## src/rtl/uart_pkg.sv

```systemverilog
// Shared definitions for the stream UART transmitter.
// - uart_state_e : transmitter FSM states
// - Def*         : default frame configuration (8N1)
// - frame_bits() : total bit slots per frame (start + data + parity + stop)
package uart_pkg;

  typedef enum logic [2:0] {
    StIdle,
    StStart,
    StData,
    StParity,
    StStop
  } uart_state_e;

  localparam int unsigned DefDataBits  = 8;
  localparam int unsigned DefStopBits  = 1;
  localparam int unsigned DefParityEn  = 0;
  localparam int unsigned DefParityOdd = 0;

  function automatic int unsigned frame_bits(input int unsigned data_bits,
                                             input int unsigned parity_en,
                                             input int unsigned stop_bits);
    return 1 + data_bits + parity_en + stop_bits;
  endfunction

endpackage

```

## src/rtl/uart_baud_tick.sv

```systemverilog
// Bit-period tick generator.
// Ports:
//   clk, reset : clock, asynchronous active-high reset
//   clear      : reload the counter from load (asserted on the stream handshake)
//   load       : bit period minus one, in clk cycles
//   tick       : high for one cycle at the end of every period of load+1 cycles
module uart_baud_tick #(
  parameter int unsigned DIV_WIDTH = 16
) (
  input  logic                 clk,
  input  logic                 reset,
  input  logic                 clear,
  input  logic [DIV_WIDTH-1:0] load,
  output logic                 tick
);

  logic [DIV_WIDTH-1:0] cnt_q;

  // Counts down from load to 0; the tick cycle reloads, so the period is load+1
  // even for an all-ones load.
  assign tick = (cnt_q == '0);

  always_ff @(posedge clk or posedge reset) begin
    if (reset) begin
      cnt_q <= '0;
    end else if (clear || tick) begin
      cnt_q <= load;
    end else begin
      cnt_q <= cnt_q - 1'b1;
    end
  end

endmodule

```

## src/rtl/stream_uart_tx.sv

```systemverilog
// Stream-sink UART transmitter: accepts one word per valid/ready handshake and
// serialises it as start, DATA_BITS data (LSB first), optional parity, STOP_BITS stop.
// Ports:
//   clk, reset        : clock, asynchronous active-high reset
//   io_push_valid     : stream valid
//   io_push_ready     : stream ready, high only in idle
//   io_push_payload   : word to transmit
//   io_clock_divider  : bit period minus one, captured on the handshake
//   io_txd            : registered serial output, idle high
//   io_busy           : high while a frame is in flight
module stream_uart_tx
  import uart_pkg::*;
#(
  parameter int unsigned DATA_BITS  = DefDataBits,
  parameter int unsigned DIV_WIDTH  = 16,
  parameter int unsigned STOP_BITS  = DefStopBits,
  parameter int unsigned PARITY_EN  = DefParityEn,
  parameter int unsigned PARITY_ODD = DefParityOdd
) (
  input  logic                 clk,
  input  logic                 reset,
  input  logic                 io_push_valid,
  output logic                 io_push_ready,
  input  logic [DATA_BITS-1:0] io_push_payload,
  input  logic [DIV_WIDTH-1:0] io_clock_divider,
  output logic                 io_txd,
  output logic                 io_busy
);

  localparam int unsigned BitCntW = $clog2(DATA_BITS + 1);
  localparam logic [BitCntW-1:0] LastBit = BitCntW'(DATA_BITS - 1);
  localparam logic LastStop = (STOP_BITS == 2);

  uart_state_e          state_q;
  logic [DATA_BITS-1:0] shift_q;
  logic [DIV_WIDTH-1:0] div_q;
  logic [BitCntW-1:0]   bit_cnt_q;
  logic                 stop_cnt_q;
  logic                 parity_q;
  logic                 txd_q;

  logic                 handshake;
  logic                 tick;
  logic [DIV_WIDTH-1:0] baud_load;

  assign io_push_ready = (state_q == StIdle);
  assign io_busy       = (state_q != StIdle);
  assign io_txd        = txd_q;
  assign handshake     = io_push_valid && io_push_ready;

  // The counter is cleared in the same edge that captures div_q, so it must see
  // the incoming divider rather than the stale register.
  assign baud_load = handshake ? io_clock_divider : div_q;

  uart_baud_tick #(
    .DIV_WIDTH(DIV_WIDTH)
  ) u_baud_tick (
    .clk  (clk),
    .reset(reset),
    .clear(handshake),
    .load (baud_load),
    .tick (tick)
  );

  always_ff @(posedge clk or posedge reset) begin
    if (reset) begin
      state_q    <= StIdle;
      shift_q    <= '0;
      div_q      <= '0;
      bit_cnt_q  <= '0;
      stop_cnt_q <= 1'b0;
      parity_q   <= 1'b0;
      txd_q      <= 1'b1;
    end else begin
      unique case (state_q)
        StIdle: begin
          txd_q <= 1'b1;
          if (handshake) begin
            state_q    <= StStart;
            shift_q    <= io_push_payload;
            div_q      <= io_clock_divider;
            parity_q   <= (^io_push_payload) ^ 1'(PARITY_ODD);
            bit_cnt_q  <= '0;
            stop_cnt_q <= 1'b0;
            txd_q      <= 1'b0;
          end
        end
        StStart: begin
          if (tick) begin
            state_q <= StData;
            txd_q   <= shift_q[0];
          end
        end
        StData: begin
          if (tick) begin
            if (bit_cnt_q == LastBit) begin
              if (PARITY_EN != 0) begin
                state_q <= StParity;
                txd_q   <= parity_q;
              end else begin
                state_q <= StStop;
                txd_q   <= 1'b1;
              end
            end else begin
              bit_cnt_q <= bit_cnt_q + BitCntW'(1);
              shift_q   <= shift_q >> 1;
              // Drive the next bit now so txd stays registered and aligned to the tick.
              txd_q     <= shift_q[1];
            end
          end
        end
        StParity: begin
          if (tick) begin
            state_q <= StStop;
            txd_q   <= 1'b1;
          end
        end
        StStop: begin
          if (tick) begin
            if (stop_cnt_q == LastStop) begin
              state_q <= StIdle;
            end else begin
              stop_cnt_q <= 1'b1;
            end
          end
        end
        default: begin
          state_q <= StIdle;
          txd_q   <= 1'b1;
        end
      endcase
    end
  end

endmodule

```

## config.mk

```make
export PLATFORM = sky130hd
export DESIGN_NAME = stream_uart_tx
export DESIGN_NICKNAME = d
export VERILOG_FILES = /design/src/rtl/uart_pkg.sv /design/src/rtl/uart_baud_tick.sv /design/src/rtl/stream_uart_tx.sv
export SDC_FILE = /design/constraint.sdc
export NUM_CORES = 1
export LEC_CHECK = 0
export BUFFER_PORTS_ARGS = -buffer_cell sky130_fd_sc_hd__buf_2
export CORE_ASPECT_RATIO = 1.2
export CORE_MARGIN = 4
export CORE_UTILIZATION = 35
export DETAILED_ROUTE_END_ITERATION = 10
export GPL_TIMING_DRIVEN = 0
export PLACE_DENSITY_LB_ADDON = 0.1
export SYNTH_ARGS = -nofsm -noshare
export SYNTH_HDL_FRONTEND = slang
export SYNTH_SLANG_ARGS = --single-unit
export TNS_END_PERCENT = 30
```

## constraint.sdc

```tcl
create_clock -name clk -period 2.3 [get_ports clk]
set_input_delay 0.345 -clock clk [delete_from_list [all_inputs] [get_ports clk]]
set_output_delay 0.345 -clock clk [all_outputs]
set_load 0.01 [all_outputs]
```

==> results.md <==
Run status:
- The flow ran to the end, and the final reports show no timing, DRC or antenna violations.

Die:
- The die width is 82.1 µm.
- The chip height is 97.0 µm.
- The area of the core is 6410 µm².
- The die covers 7960 µm².
- The effective utilization at floorplan is 0.360.
- The I/O pin count is 30.
- The floorplan has 32 rows.

Final layout:
- The count of cells in the finished layout, fillers not included, comes to 346.
- At the end of the flow, the number of nets in the layout was 289.
- Fill cells in the final layout number 655.
- The antenna cell count is 0.
- Relative to the synthesized area, the layout overhead comes to 18.1%.
- The final core utilization is 0.426.
- The share of post-route cells with drive strength above 1 is 0.272.

STA:
- Clock skew on the completed layout was measured at 0.00580 ns.
- The part of the cycle the worst path needs is 0.954.
- Setup repair after global routing could not meet its margin everywhere.
- The worst-case setup margin in the final layout is 0.107 ns.
- The worst-margin pin slew is 0.754 ns.
- Timing would allow up to 456 MHz.
- The count of endpoints failing setup in the final report is 0.
- The worst path needs 2.19 ns of the cycle, external delays included.
- Headroom to the max-slew limit came out at 0.496.
- The max-slew violation total from the final report is 0.
- The total count of hold-check failures in the final report is 0.

Clock tree:
- TritonCTS built the clock tree.
- TritonCTS created 5 clock buffers.
- The H-tree was split into 2 levels.
- In this run the deepest clock path goes through 2 buffers.
- The later pin in the worst-skew pair is clocked with a latency of 0.30 ns.
- The clock sink total is 48.
- The clock root buffer master is clkbuf_8.
- Clock-pin slew was measured on the worst setup and hold paths at 0.09 ns.
- The setup fix buffers added after clock tree synthesis is 0.
- In this run, post-CTS hold repair placed 0 buffers.
- The total of cells resized after clock tree synthesis is 3.

Placement:
- The worst slack at placement is -0.112 ns.
- The number of buffer cells added on primary ports is 29.
- After detailed placement, the design holds a cell count of 338.
- At the end of routability-driven placement, the weighted congestion stood at 0.795.
- The estimated wirelength of the detail-placed design is 3420 µm.

Critical path:
- The register-to-register setup slack is 0.11 ns.
- On the critical path, the stage with the largest delay is an instance of dfrtp_1.
- The number of cells on the worst reg-to-reg path is 7.
- In this run the critical register-to-register path is captured at u_baud_tick.cnt_q[10].
- For the worst setup path, the data arrival time is 2.34 ns.
- The element type at the critical path end is a flop.
- The cell repeated most along the worst path is clkbuf_1.
- The worst register-to-register path begins at u_baud_tick.cnt_q[5].
- In this run the worst path has a maximum fanout of 10.
- At the worst endpoint, the required time is 2.45 ns.
- The nature of the critical path startpoint is a flop.
- The signal on the critical path passes through nor4_4 -> nand3b_4 -> or3_1 -> clkbuf_1 -> clkbuf_1 -> a21oi_1 -> a31oi_1.
- The classification of the worst setup path is reg -> reg.
- For this run, the slowest stage of the critical path takes 0.42 ns.

Route:
- The routed via count divided by cell count is 4.98.
- After detailed routing, the average wire length per cell comes to 14.1 µm.
- In this run, the number of DRC markers left after iteration 0 of detailed routing was 33.
- In this run the remaining antenna-violating nets after routing total 0.
- Across all layers, the routed design uses 1,722 vias.
- The total length of routed wires is 4880 µm.
- The first TritonRoute pass finished after 4 iterations.
- After detailed routing, the number of remaining DRC violations is 0.

GRT:
- The total overflow left after global routing is 0.
- The total global-route track usage is 0.134.
- The number of global-route vias before repair is 1,776.
- The number of antenna violations at the first check in global routing came to 0.
- Entering global routing, the biggest net connects 33 pins.
- The first global-routing pass estimated 8330 µm of wire.

Synthesis:
- The mapped cell area is 2310 µm².
- In the post-synthesis netlist, the biggest area contributors are dfrtp_1, mux2_2, nand2_1.
- The commonest cells after synthesis are dfrtp_1, nand2_1, mux2_2.
- Of the synthesized area, sequential elements account for 0.521.
- Synthesis handed over a netlist of 223 instances.
- Counting flops with an async set or reset pin after synthesis yields a share of 1.00.
- Yosys mapped a number of flops with a built-in enable equal to 0.
- Yosys instantiated no cell more often than dfrtp_1.
- Averaged over all synthesized cells, the footprint is 10.4 µm².
- The largest total area in the synthesized netlist belongs to dfrtp_1.
- For this run, the number of Yosys warnings is 0.
- Of the post-synthesis cell area, the dominant cell type holds 0.509.
- Among all flip-flop cells after synthesis, the most frequent one is dfrtp_1.
- The number of different library cells used by synthesis comes to 37.
- The net count of the mapped netlist is 252.
- The post-synthesis sequential element count is 48.

Run:
- The max-capacitance violation count is 0.

Pwr:
- VDD sags by at most 0.486 mV.
- For this design the static power due to leakage is 1.22 nW.
- In this run the power density over the cells is 1030 nW/µm².

Worst hold path:
- The worst min-delay path category is in -> async.
-- layout make-up --
class,count,area [µm²],share of cell area
flip-flops and latches,48,1200,0.441
clock buffers,6,72.6,0.0266
clock inverters,2,35.0,0.0128
multi-input cells,156,1070,0.391
plain buffers,10,43.8,0.0161
well taps,85,106,0.0390
inverters,9,33.8,0.0124
repair buffers,30,165,0.0606
-- layer usage --
metal / GRT usage / up-vias / part of all wire
li1: - / 855 / -
met1: 0.177 / 835 / 0.45
met2: 0.213 / 25 / 0.51
met3: 0.0223 / 7 / 0.024
met4: 0.0588 / 0 / 0.019
met5: 0 / - / 0
-- where the power goes --
group / total (mW) / leakage, nW / switching (mW) / internal [mW]
clock: 0.590 / 0.0552 / 0.268 / 0.323
sequential: 1.45 / 0.575 / 0.263 / 1.19
combinational: 0.755 / 0.585 / 0.334 / 0.422
total: 2.80 / 1.22 / 0.864 / 1.94
-- stage by stage --
step	TNS, ns	hold slack (ns)	instance area [µm²]	power, mW
after floorplan	0	0.436	2310	2.02
after global routing	-0.430	0.0254	2730	3.03
after detailed placement	-1.02	0.361	2580	2.22
final	0	0.0225	2730	2.80
after CTS	0	0.0251	2700	2.83
after global placement	-0.704	0.451	2560	2.20
-- flip-flops by register name, indices dropped and copies added, names as in the netlist --
name and count:
div_q 16, u_baud_tick.cnt_q 16, shift_q 8, bit_cnt_q 4
state_q 3, io_txd 1
-- layout by cell type, fill, tap and decap left out, types with 3 or more instances in the layout --
| master | instances |
|---|---|
| dfrtp_1 | 47 |
| nand2_1 | 41 |
| buf_2 | 32 |
| mux2_2 | 16 |
| a21oi_1 | 11 |
| nor2_1 | 10 |
| o22ai_1 | 9 |
| inv_1 | 8 |
| xnor2_1 | 8 |
| a2bb2oi_1 | 7 |
| clkbuf_1 | 6 |
| a31oi_1 | 6 |
| xor2_1 | 5 |
| o21ai_0 | 5 |
| clkbuf_8 | 5 |
| nand2b_1 | 4 |
| or3_1 | 4 |
| nor3_1 | 4 |
| or4_1 | 3 |
-- worst max-delay path by stage --
stage               depth (start not counted)            startpoint                    end  slack, ns
floorplan                                   5  u_baud_tick.cnt_q[5]           bit_cnt_q[3]       0.33
global placement                            6            state_q[2]             shift_q[7]      -0.08
detailed placement                          6            state_q[2]             shift_q[7]      -0.11
CTS                                         6  u_baud_tick.cnt_q[5]   u_baud_tick.cnt_q[2]       0.04
global route                                7            state_q[2]           bit_cnt_q[2]      -0.09
finish                                      7  u_baud_tick.cnt_q[5]  u_baud_tick.cnt_q[10]       0.11
-- cell families after synthesis --
kind of cell / count (synthesis) / synth area share
AOI/OAI and AO/OA: 44 / 0.124
muxes: 16 / 0.0780
and+or+nand+nor: 81 / 0.184
buffers and inverters: 19 / 0.0325
xor gates and xnor gates: 13 / 0.0493
DFF: 48 / 0.521
adders and majority gates: 2 / 0.0108
-- worst max-delay path, delay by kind of cell (launching register included) --
family	cells	cell delay (ns)
DFF	1	0.42
buffers and inverters	2	0.47
AOI/OAI and AO/OA	2	0.27
and+or+nand+nor	3	0.90
Power figures use the tool's default switching activity.
